[src/rtl/dmem_pkg.sv]
// Shared constants for the data-side responder: mailbox register offsets,
// STATUS bit positions and the mailbox register selector.
package dmem_pkg;

    localparam logic [3:0] OFF_TXDATA = 4'h0;
    localparam logic [3:0] OFF_RXDATA = 4'h4;
    localparam logic [3:0] OFF_STATUS = 4'h8;
    localparam logic [3:0] OFF_COUNT  = 4'hC;

    localparam int ST_TX_FULL  = 0;
    localparam int ST_TX_EMPTY = 1;
    localparam int ST_RX_FULL  = 2;
    localparam int ST_RX_EMPTY = 3;
    localparam int ST_TX_OVF   = 4;

    typedef enum logic [1:0] {
        REG_TXDATA = OFF_TXDATA[3:2],
        REG_RXDATA = OFF_RXDATA[3:2],
        REG_STATUS = OFF_STATUS[3:2],
        REG_COUNT  = OFF_COUNT[3:2]
    } mbox_reg_e;

    // Registers are word-sized, so the byte lane bits never affect selection.
    function automatic mbox_reg_e decode_reg(input logic [1:0] word_off);
        return mbox_reg_e'(word_off);
    endfunction

endpackage

[src/rtl/sync_fifo.sv]
// Synchronous FIFO with count; a push into a full FIFO is accepted only when
// a pop happens on the same edge. The head reads as zero while empty.
module sync_fifo #(
    parameter int WIDTH = 8,
    parameter int DEPTH = 8
) (
    input  logic                       clk,
    input  logic                       reset,
    input  logic                       push,
    input  logic [WIDTH-1:0]           push_data,
    input  logic                       pop,
    output logic [WIDTH-1:0]           head,
    output logic                       full,
    output logic                       empty,
    output logic [$clog2(DEPTH):0]     count
);

    localparam int PW = $clog2(DEPTH);

    logic [WIDTH-1:0] mem_q [DEPTH];
    logic [PW-1:0]    wr_ptr_q, wr_ptr_d;
    logic [PW-1:0]    rd_ptr_q, rd_ptr_d;
    logic [PW:0]      count_q, count_d;
    logic             do_push, do_pop;

    assign empty = (count_q == '0);
    assign full  = (count_q == (PW+1)'(DEPTH));
    assign count = count_q;
    assign head  = empty ? '0 : mem_q[rd_ptr_q];

    always_comb begin
        do_pop   = pop && !empty;
        do_push  = push && (!full || do_pop);
        wr_ptr_d = wr_ptr_q;
        rd_ptr_d = rd_ptr_q;
        count_d  = count_q;
        if (do_push) begin
            wr_ptr_d = wr_ptr_q + PW'(1);
        end
        if (do_pop) begin
            rd_ptr_d = rd_ptr_q + PW'(1);
        end
        if (do_push && !do_pop) begin
            count_d = count_q + (PW+1)'(1);
        end else if (do_pop && !do_push) begin
            count_d = count_q - (PW+1)'(1);
        end
    end

    always_ff @(posedge clk) begin
        if (reset) begin
            wr_ptr_q <= '0;
            rd_ptr_q <= '0;
            count_q  <= '0;
        end else begin
            wr_ptr_q <= wr_ptr_d;
            rd_ptr_q <= rd_ptr_d;
            count_q  <= count_d;
        end
    end

    // Storage needs no reset: the head is masked while the FIFO is empty.
    always_ff @(posedge clk) begin
        if (do_push && !reset) begin
            mem_q[wr_ptr_q] <= push_data;
        end
    end

endmodule

[src/rtl/dmem_responder.sv]
// Data-side responder for the single-cycle core: decodes the load/store port
// into a word RAM and a byte mailbox built from a TX FIFO and an RX FIFO.
module dmem_responder
    import dmem_pkg::*;
#(
    parameter int          RAM_WORDS   = 64,
    parameter int          FIFO_DEPTH  = 8,
    parameter logic [31:0] PERIPH_BASE = 32'h0000_1000
) (
    input  logic        clk,
    input  logic        reset,
    input  logic [31:0] addr,
    input  logic [31:0] wdata,
    input  logic        memwrite,
    input  logic        memread,
    output logic [31:0] rdata,
    output logic [7:0]  tx_data,
    output logic        tx_valid,
    input  logic        tx_ready,
    input  logic [7:0]  rx_data,
    input  logic        rx_valid,
    output logic        rx_ready
);

    localparam int RAM_AW = $clog2(RAM_WORDS);
    localparam int CW     = $clog2(FIFO_DEPTH) + 1;

    logic [31:0]       ram_q [RAM_WORDS];
    logic [RAM_AW-1:0] ram_idx;
    logic              ram_hit, mbox_hit;
    mbox_reg_e         reg_sel;

    logic              tx_push, tx_full, tx_empty;
    logic [7:0]        tx_head;
    logic [CW-1:0]     tx_count;
    logic              rx_push, rx_pop, rx_full, rx_empty;
    logic [7:0]        rx_head;
    logic [CW-1:0]     rx_count;
    logic              tx_ovf_q, tx_ovf_d;
    logic [31:0]       status;

    assign ram_hit  = (addr < 32'(RAM_WORDS * 4));
    assign ram_idx  = addr[RAM_AW+1:2];
    assign mbox_hit = (addr[31:4] == PERIPH_BASE[31:4]);
    assign reg_sel  = decode_reg(addr[3:2]);

    assign tx_valid = !tx_empty;
    assign tx_data  = tx_head;
    assign rx_ready = !rx_full;

    always_comb begin
        tx_push  = memwrite && mbox_hit && (reg_sel == REG_TXDATA);
        rx_push  = rx_valid && !rx_full;
        // A store on the same cycle owns the address, so it suppresses the pop.
        rx_pop   = memread && !memwrite && mbox_hit && (reg_sel == REG_RXDATA) && !rx_empty;
        tx_ovf_d = tx_ovf_q;
        if (tx_push && tx_full && !(tx_ready && !tx_empty)) begin
            tx_ovf_d = 1'b1;
        end
        if (memwrite && mbox_hit && (reg_sel == REG_STATUS) && wdata[ST_TX_OVF]) begin
            tx_ovf_d = 1'b0;
        end
    end

    always_ff @(posedge clk) begin
        if (reset) begin
            tx_ovf_q <= 1'b0;
        end else begin
            tx_ovf_q <= tx_ovf_d;
        end
    end

    sync_fifo #(.WIDTH(8), .DEPTH(FIFO_DEPTH)) u_tx_fifo (
        .clk       (clk),
        .reset     (reset),
        .push      (tx_push),
        .push_data (wdata[7:0]),
        .pop       (tx_ready),
        .head      (tx_head),
        .full      (tx_full),
        .empty     (tx_empty),
        .count     (tx_count)
    );

    sync_fifo #(.WIDTH(8), .DEPTH(FIFO_DEPTH)) u_rx_fifo (
        .clk       (clk),
        .reset     (reset),
        .push      (rx_push),
        .push_data (rx_data),
        .pop       (rx_pop),
        .head      (rx_head),
        .full      (rx_full),
        .empty     (rx_empty),
        .count     (rx_count)
    );

    // RAM contents deliberately survive reset.
    always_ff @(posedge clk) begin
        if (memwrite && ram_hit) begin
            ram_q[ram_idx] <= wdata;
        end
    end

    always_comb begin
        status              = '0;
        status[ST_TX_FULL]  = tx_full;
        status[ST_TX_EMPTY] = tx_empty;
        status[ST_RX_FULL]  = rx_full;
        status[ST_RX_EMPTY] = rx_empty;
        status[ST_TX_OVF]   = tx_ovf_q;
        rdata               = '0;
        if (ram_hit) begin
            rdata = ram_q[ram_idx];
        end else if (mbox_hit) begin
            case (reg_sel)
                REG_RXDATA: rdata = {24'b0, rx_head};
                REG_STATUS: rdata = status;
                REG_COUNT:  rdata = {16'b0, 8'(rx_count), 8'(tx_count)};
                default:    rdata = '0;
            endcase
        end
    end

endmodule

[config.mk]
export PLATFORM = sky130hd
export DESIGN_NAME = dmem_responder
export DESIGN_NICKNAME = d
export VERILOG_FILES = /design/src/rtl/dmem_pkg.sv /design/src/rtl/sync_fifo.sv /design/src/rtl/dmem_responder.sv
export SDC_FILE = /design/constraint.sdc
export NUM_CORES = 2
export LEC_CHECK = 0
export CORE_AREA = 2 2 575 577
export CTS_BUF_LIST = sky130_fd_sc_hd__clkbuf_8
export DETAILED_ROUTE_END_ITERATION = 8
export DIE_AREA = 0 0 577 579
export PLACE_DENSITY_LB_ADDON = 0.1
export SYNTH_ARGS = -nofsm -noshare
export SYNTH_HDL_FRONTEND = slang
export SYNTH_SLANG_ARGS = --single-unit
[constraint.sdc]
create_clock -name clk -period 10.3 [get_ports clk]
set_input_delay 2.06 -clock clk [delete_from_list [all_inputs] [get_ports clk]]
set_output_delay 2.06 -clock clk [all_outputs]
set_load 0.02 [all_outputs]
-- Word level (Yosys, flattened, before mapping)
Memory sizes are Yosys's and may differ from the RTL's. A register that Yosys moved wholly into a read port is not among the register bits.
Index checks and enable logic that the tools add are counted.
- flip-flop bits (word level): 21
- latch bits: 0
- RAM bits: 2176
- memory bits (read-only): 0
- output and inout port bits: 42
- logic and storage cells: 84
- memories: 3
- memory list (name ; depth ; width ; read ports ; clocked after Yosys merged registers in ; wr ports ; line ; RTL):
    ram_q ; 64 ; 32 ; 1 ; 0 ; 1 ; dmem_responder.sv:28 ; logic [31:0] ram_q [RAM_WORDS];
    u_rx_fifo.mem_q ; 8 ; 8 ; 1 ; 1 ; 1 ; sync_fifo.sv:20 ; logic [WIDTH-1:0] mem_q [DEPTH];
    u_tx_fifo.mem_q ; 8 ; 8 ; 1 ; 1 ; 1 ; sync_fifo.sv:20 ;
- add/sub/neg operators: 8
- multipliers: 0
- divide/modulo/power cells: 0
- $lt $le $gt $ge: 1
- equal/unequal tests: 6
- shift operators: 0
- multiplexer cells: 19
- bitwise gates (word level): 0
- reductions and logical operators: 40
- operators by type and width (cell ; number):
    $pmux 12 s3 ; 1
    $lt 32x9->1 const B ; 1
    $mux 32 ; 1
    $eq 28x9->1 const B ; 1
    $logic_and 1x1->1 ; 22
    $mux 4 ; 4
    $mux 8 ; 2
    $add 3x1->3 const B ; 4
    $mux 12 ; 1
    $mux 3 ; 4
    $logic_not 1->1 ; 10
    $add 4x1->4 const B ; 2
    $eq 4x4->1 const B ; 2
    $logic_not 4->1 ; 2
    $sub 4x1->4 const B ; 2
    $mux 1 ; 6
    $eq 2x2->1 const B ; 2
    $reduce_bool 2->1 ; 2
    $eq 2x1->1 const B ; 1
    $logic_not 2->1 ; 1
    $logic_or 1x1->1 ; 2
    $reduce_or 2->1 ; 1

-- Depth between registers and ports, before layout
- depth in word-level cells: 12
- gate-level depth with buffers: 15
- depth with buffers taken out: 12

-- By module
Synthesis repeated with hierarchy kept, for this count alone.
- cell total of the unflattened synthesis: 3901
- area total of the unflattened synthesis: 85336.8 µm²
- modules (own cells, without submodules) (module ; times used ; cells each ; area each (µm²)):
    dmem_responder ; 1 ; 3551 ; 79135.9
    sync_fifo ; 2 ; 175 ; 3100.5

-- Least setup slack after synthesis
No wires, ideal clock.
- path kind: input-to-output
- from: input addr[4]
- to: output rdata[19]
- arrival time: 4.365 ns
- required time: 8.240 ns
- slack: 3.875 ns
- stages: 7
- cells stage by stage: buf_2 > buf_4 > buf_2 > buf_2 > buf_1 > a211oi_1 > a2111oi_0
- longest elaborated chain between the ends: 2
- RTL lines (element ; line ; RTL):
    start: declaration ; dmem_responder.sv:12 ; input logic [31:0] addr,
    $lt 32x9->1 or $mem_v2 64x32 (tied branches) ; -- ;
    $mux 32 (*) ; dmem_responder.sv:112 ; if (ram_hit) begin
    end: declaration ; dmem_responder.sv:16 ; output logic [31:0] rdata,
Every way passes the cells marked *; elsewhere a longest branch is shown, timed or not.

-- Worst setup path in the final report
- from: input addr[5]
- to: output rdata[23]
Same word-level chain as after synthesis.

==> impl_results.md <==
- Max-cap violations: 1
- Via count of the first global-routing pass: 45228
- Share of final-layout standard cells stronger than drive strength 1: 28.2%
- Final worst setup slack: roughly 1.7 ns
- Static Leakage: just over 0.03 µW
- Drt via density: 4.79
- GR Util All Layers: 18.4%
- Yosys synthesis warning count: 0
- Via total after detailed routing: 43608
- Count of routing violations after the opening detailed-route iteration: 4068
- Count of flip-flops with a built-in enable after synthesis: 2176
- Seq/Total Area, Yosys: 77.5%
- Clock slew at reported path FFs: 0.05 ns
- Parity-gate share of the synthesized area counting xor and xnor cells: 0.144%
- Logic depth of the worst register-to-register path: 11
- Most frequent standard cell in the layout excluding fill and tap cells: sky130_fd_sc_hd__edfxtp_1
- Number of CTS-inserted buffers: 401
- Largest net degree at the start of global routing: 74
- Kind of start point of the critical path: input pin
- Startpoint of the most critical hold path: u_tx_fifo.rd_ptr_q[1]$_SDFFE_PP0N_
- CTS Hold Bufs: 0
- Max-slew violation total from the final report: 0
- Antenna viol nets, final: 0
- Library cell used as clock root buffer: sky130_fd_sc_hd__clkbuf_8
- Failing checks: max-capacitance violations
- Setup repair after global routing missed its margin: false
- Number of antenna violations at the first check in global routing: 25
- Area share of and/or/nand/nor cells after synthesis: 2.66%
- Post-synth top flop: sky130_fd_sc_hd__edfxtp_1
- Area growth from synthesis to final layout: 17.1%
- Drc violations: 0
- Number of distinct library cell variants in the gate-level netlist after synthesis: 64
- Worst skew pair latency: approximately 1 ns
- PortBufs: 117
- Transition time of the tightest slew-check pin: 1.49 ns
- Multiplexer area fraction after synthesis: between 10% and 20%
- DR WL/cell: 34.1 µm
- TritonRoute pass-1 iters: 5
- Share of synthesized cell area in full adder, half adder and majority cells: 0.194%
- Timing startpoint of the critical path: addr[5]
- Power per Cell Area: 184 nW/µm²
- Worst relative slew slack: 0.716%
- Detailed-placement wirelength estimate: 177 mm
- Core box area: 329000 µm²
- Nets: 4533
- Synthesized area divided by synthesized cell count: 21.6 µm²
- Post-CTS setup buffer count: 0
- Post-placement setup slack: 1.72 ns
- Combinational family with the most area after synthesis: multiplexers
- Maximum resistive drop on vdd: 93.9 µV
- Post-synthesis net count: 4030
- Flip-flop and latch count after synthesis: 2203
- Number of cells on the worst hold path: 2
- Required time worst endpoint: 8.24 ns
- Worst hold-check path type: reg2reg
- Htree depth: 5
- Global-route wire length before repair: ~420 mm
- Critical register-to-register path startpoint: u_tx_fifo.count[0]$_SDFFE_PP0P_
- Time the worst path needs with I/O delays and setup: 8.58 ns
- Tcrit/Tclk final: 83.3%
- Final Hold Violating Endpoints: 0
- Sort of element at the end of the critical path: output pin
- Leading cell types in the layout, fill and taps excluded: sky130_fd_sc_hd__edfxtp_1 (2176), sky130_fd_sc_hd__mux4_2 (509), sky130_fd_sc_hd__clkbuf_8 (412), sky130_fd_sc_hd__buf_4 (180), sky130_fd_sc_hd__mux2i_1 (158)
- Minimum hold slack: 0.485 ns
- Die Ht: 579 µm
- Max Fanout on Critical Path: 42
- Post-Route Utilization: 30.3%
- Initial core utilization: 25.9%
- Count of boundary I/O pins: 120
- Detailed Route WL: 311 mm
- Clock sink count: roughly 2200
- Die Area: between 300000 and 400000 µm²
- Setup Skew: roughly 0.031 ns
- Post-synthesis instance area: 85100 µm²
- Outcome: finished with violations
- Async S/R FF share, synth: 0%
- Standard-cell row count: 211
- Cells after synthesis: between 3000 and 4000
- Compound-cell area share of the yosys netlist: 2.30%
- Maximum clock path buffer count: 4
- Achievable Freq: 117 MHz
- Final setup violation count: 0
- Clock tree from TritonCTS: yes
- Total Negative Setup Slacks: 0 ns
- Die X-Extent: 577 µm
- Weighted congestion reported at the end of routability-driven placement: 0.744
- GR Overflow Total: 0
- Resized Gates After CTS: 0
- Category of the critical setup timing path: in2out
- Arrival time at the worst endpoint: 6.52 ns
[power breakdown]
part,switching (µW),leakage [µW],internal (µW)
logic,584,0.00717,303
clock network,3770,0.00415,3830
registers,10.4,0.0198,9870
total,4360,0.0311,14000
[worst paths after layout]
check                                        to  slack [ns]
max                                   rdata[23]        1.72
min          u_tx_fifo.rd_ptr_q[1]$_SDFFE_PP0N_        0.49
min reg2reg  u_tx_fifo.rd_ptr_q[1]$_SDFFE_PP0N_        0.49
max reg2reg     u_tx_fifo.count[3]$_SDFFE_PP0P_        7.14
[cell type report]
class                      count  area, µm²
sequential                  2203      65900
multi-input combinational   1520      18500
clock inverter               286       1430
fill                       32013     229000
tap                         4366       5460
antenna                        4       10.0
timing repair buffer         308       2610
inverter                       9       42.5
clock buffer                 411       5660
[through the flow]
stage	cell area, µm²	cells	power (µW)
floorplan	85100	3940	10500
global placement	92500	8406	11000
detailed placement	92500	8406	11000
CTS	99600	9103	18600
global route	99600	9106	19000
finish	99600	9107	18400
[Yosys cell counts, drive strengths merged, types with 2 or more instances]
library cell / instances / area share [%]
a2111oi: 3 / 0.038
a211oi: 14 / 0.12
a21o: 2 / 0.018
a21oi: 61 / 0.36
a221oi: 19 / 0.20
a22o: 6 / 0.062
a22oi: 57 / 0.50
a311oi: 6 / 0.062
a31oi: 22 / 0.16
a32oi: 5 / 0.051
and2: 11 / 0.081
and3: 14 / 0.10
buf: 132 / 1.1
clkbuf: 76 / 0.34
dfxtp: 27 / 0.64
edfxtp: 2176 / 77
fa: 2 / 0.047
ha: 10 / 0.15
inv: 9 / 0.040
mux2: 34 / 0.45
mux2i: 158 / 1.9
mux4: 509 / 13
nand2: 144 / 0.64
nand2b: 8 / 0.059
nand3: 57 / 0.34
nand3b: 4 / 0.035
nand4: 14 / 0.10
nor2: 191 / 0.84
nor2b: 6 / 0.044
nor3: 14 / 0.088
nor3b: 6 / 0.059
nor4: 14 / 0.13
o211ai: 9 / 0.079
o21ai: 35 / 0.21
o221ai: 7 / 0.072
o22ai: 39 / 0.29
or2: 3 / 0.022
or3: 7 / 0.051
or3b: 3 / 0.031
xnor2: 5 / 0.051
xor2: 9 / 0.093
[worst max-delay path, stage by stage]
cell and delay [ns]:
sky130_fd_sc_hd__clkbuf_8 0.28, sky130_fd_sc_hd__inv_2 0.87, sky130_fd_sc_hd__buf_4 0.39, sky130_fd_sc_hd__nor2_2 0.13
sky130_fd_sc_hd__buf_4 0.26, sky130_fd_sc_hd__a22oi_1 0.21, sky130_fd_sc_hd__o221ai_1 0.30, sky130_fd_sc_hd__a211oi_2 1.03
sky130_fd_sc_hd__clkdlybuf4s50_1 0.80
[flip-flops by register name (all words and copies together), names as in the netlist, named ones only]
| register | cells |
|---|---|
| u_rx_fifo.wr_ptr_q | 3 |
| u_tx_fifo.rd_ptr_q | 3 |
| u_tx_fifo.wr_ptr_q | 3 |
| u_rx_fifo.mem_q | 64 |
| ram_q | 2048 |
| tx_ovf_q | 1 |
| u_rx_fifo.count | 4 |
| u_rx_fifo.rd_ptr_q | 3 |
| u_tx_fifo.count | 4 |
| u_tx_fifo.mem_q | 64 |
[kinds of logic after synthesis]
group	count (synthesis)
flops	2203
mux	701
simple gates	500
compound gates	293
buf+inv	217
xor+xnor	14
fa+ha+maj	12
[per-layer routing]
layer | track usage, % | vias up | wire length [µm]
met1 | 25.8 | 24214 | 143000
li1 | - | 17619 | -
met2 | 30.0 | 1342 | 146000
met5 | 0 | - | 13
met3 | 2.64 | 431 | 14300
met4 | 4.28 | 2 | 6650
(Power assumes the default switching activity.)
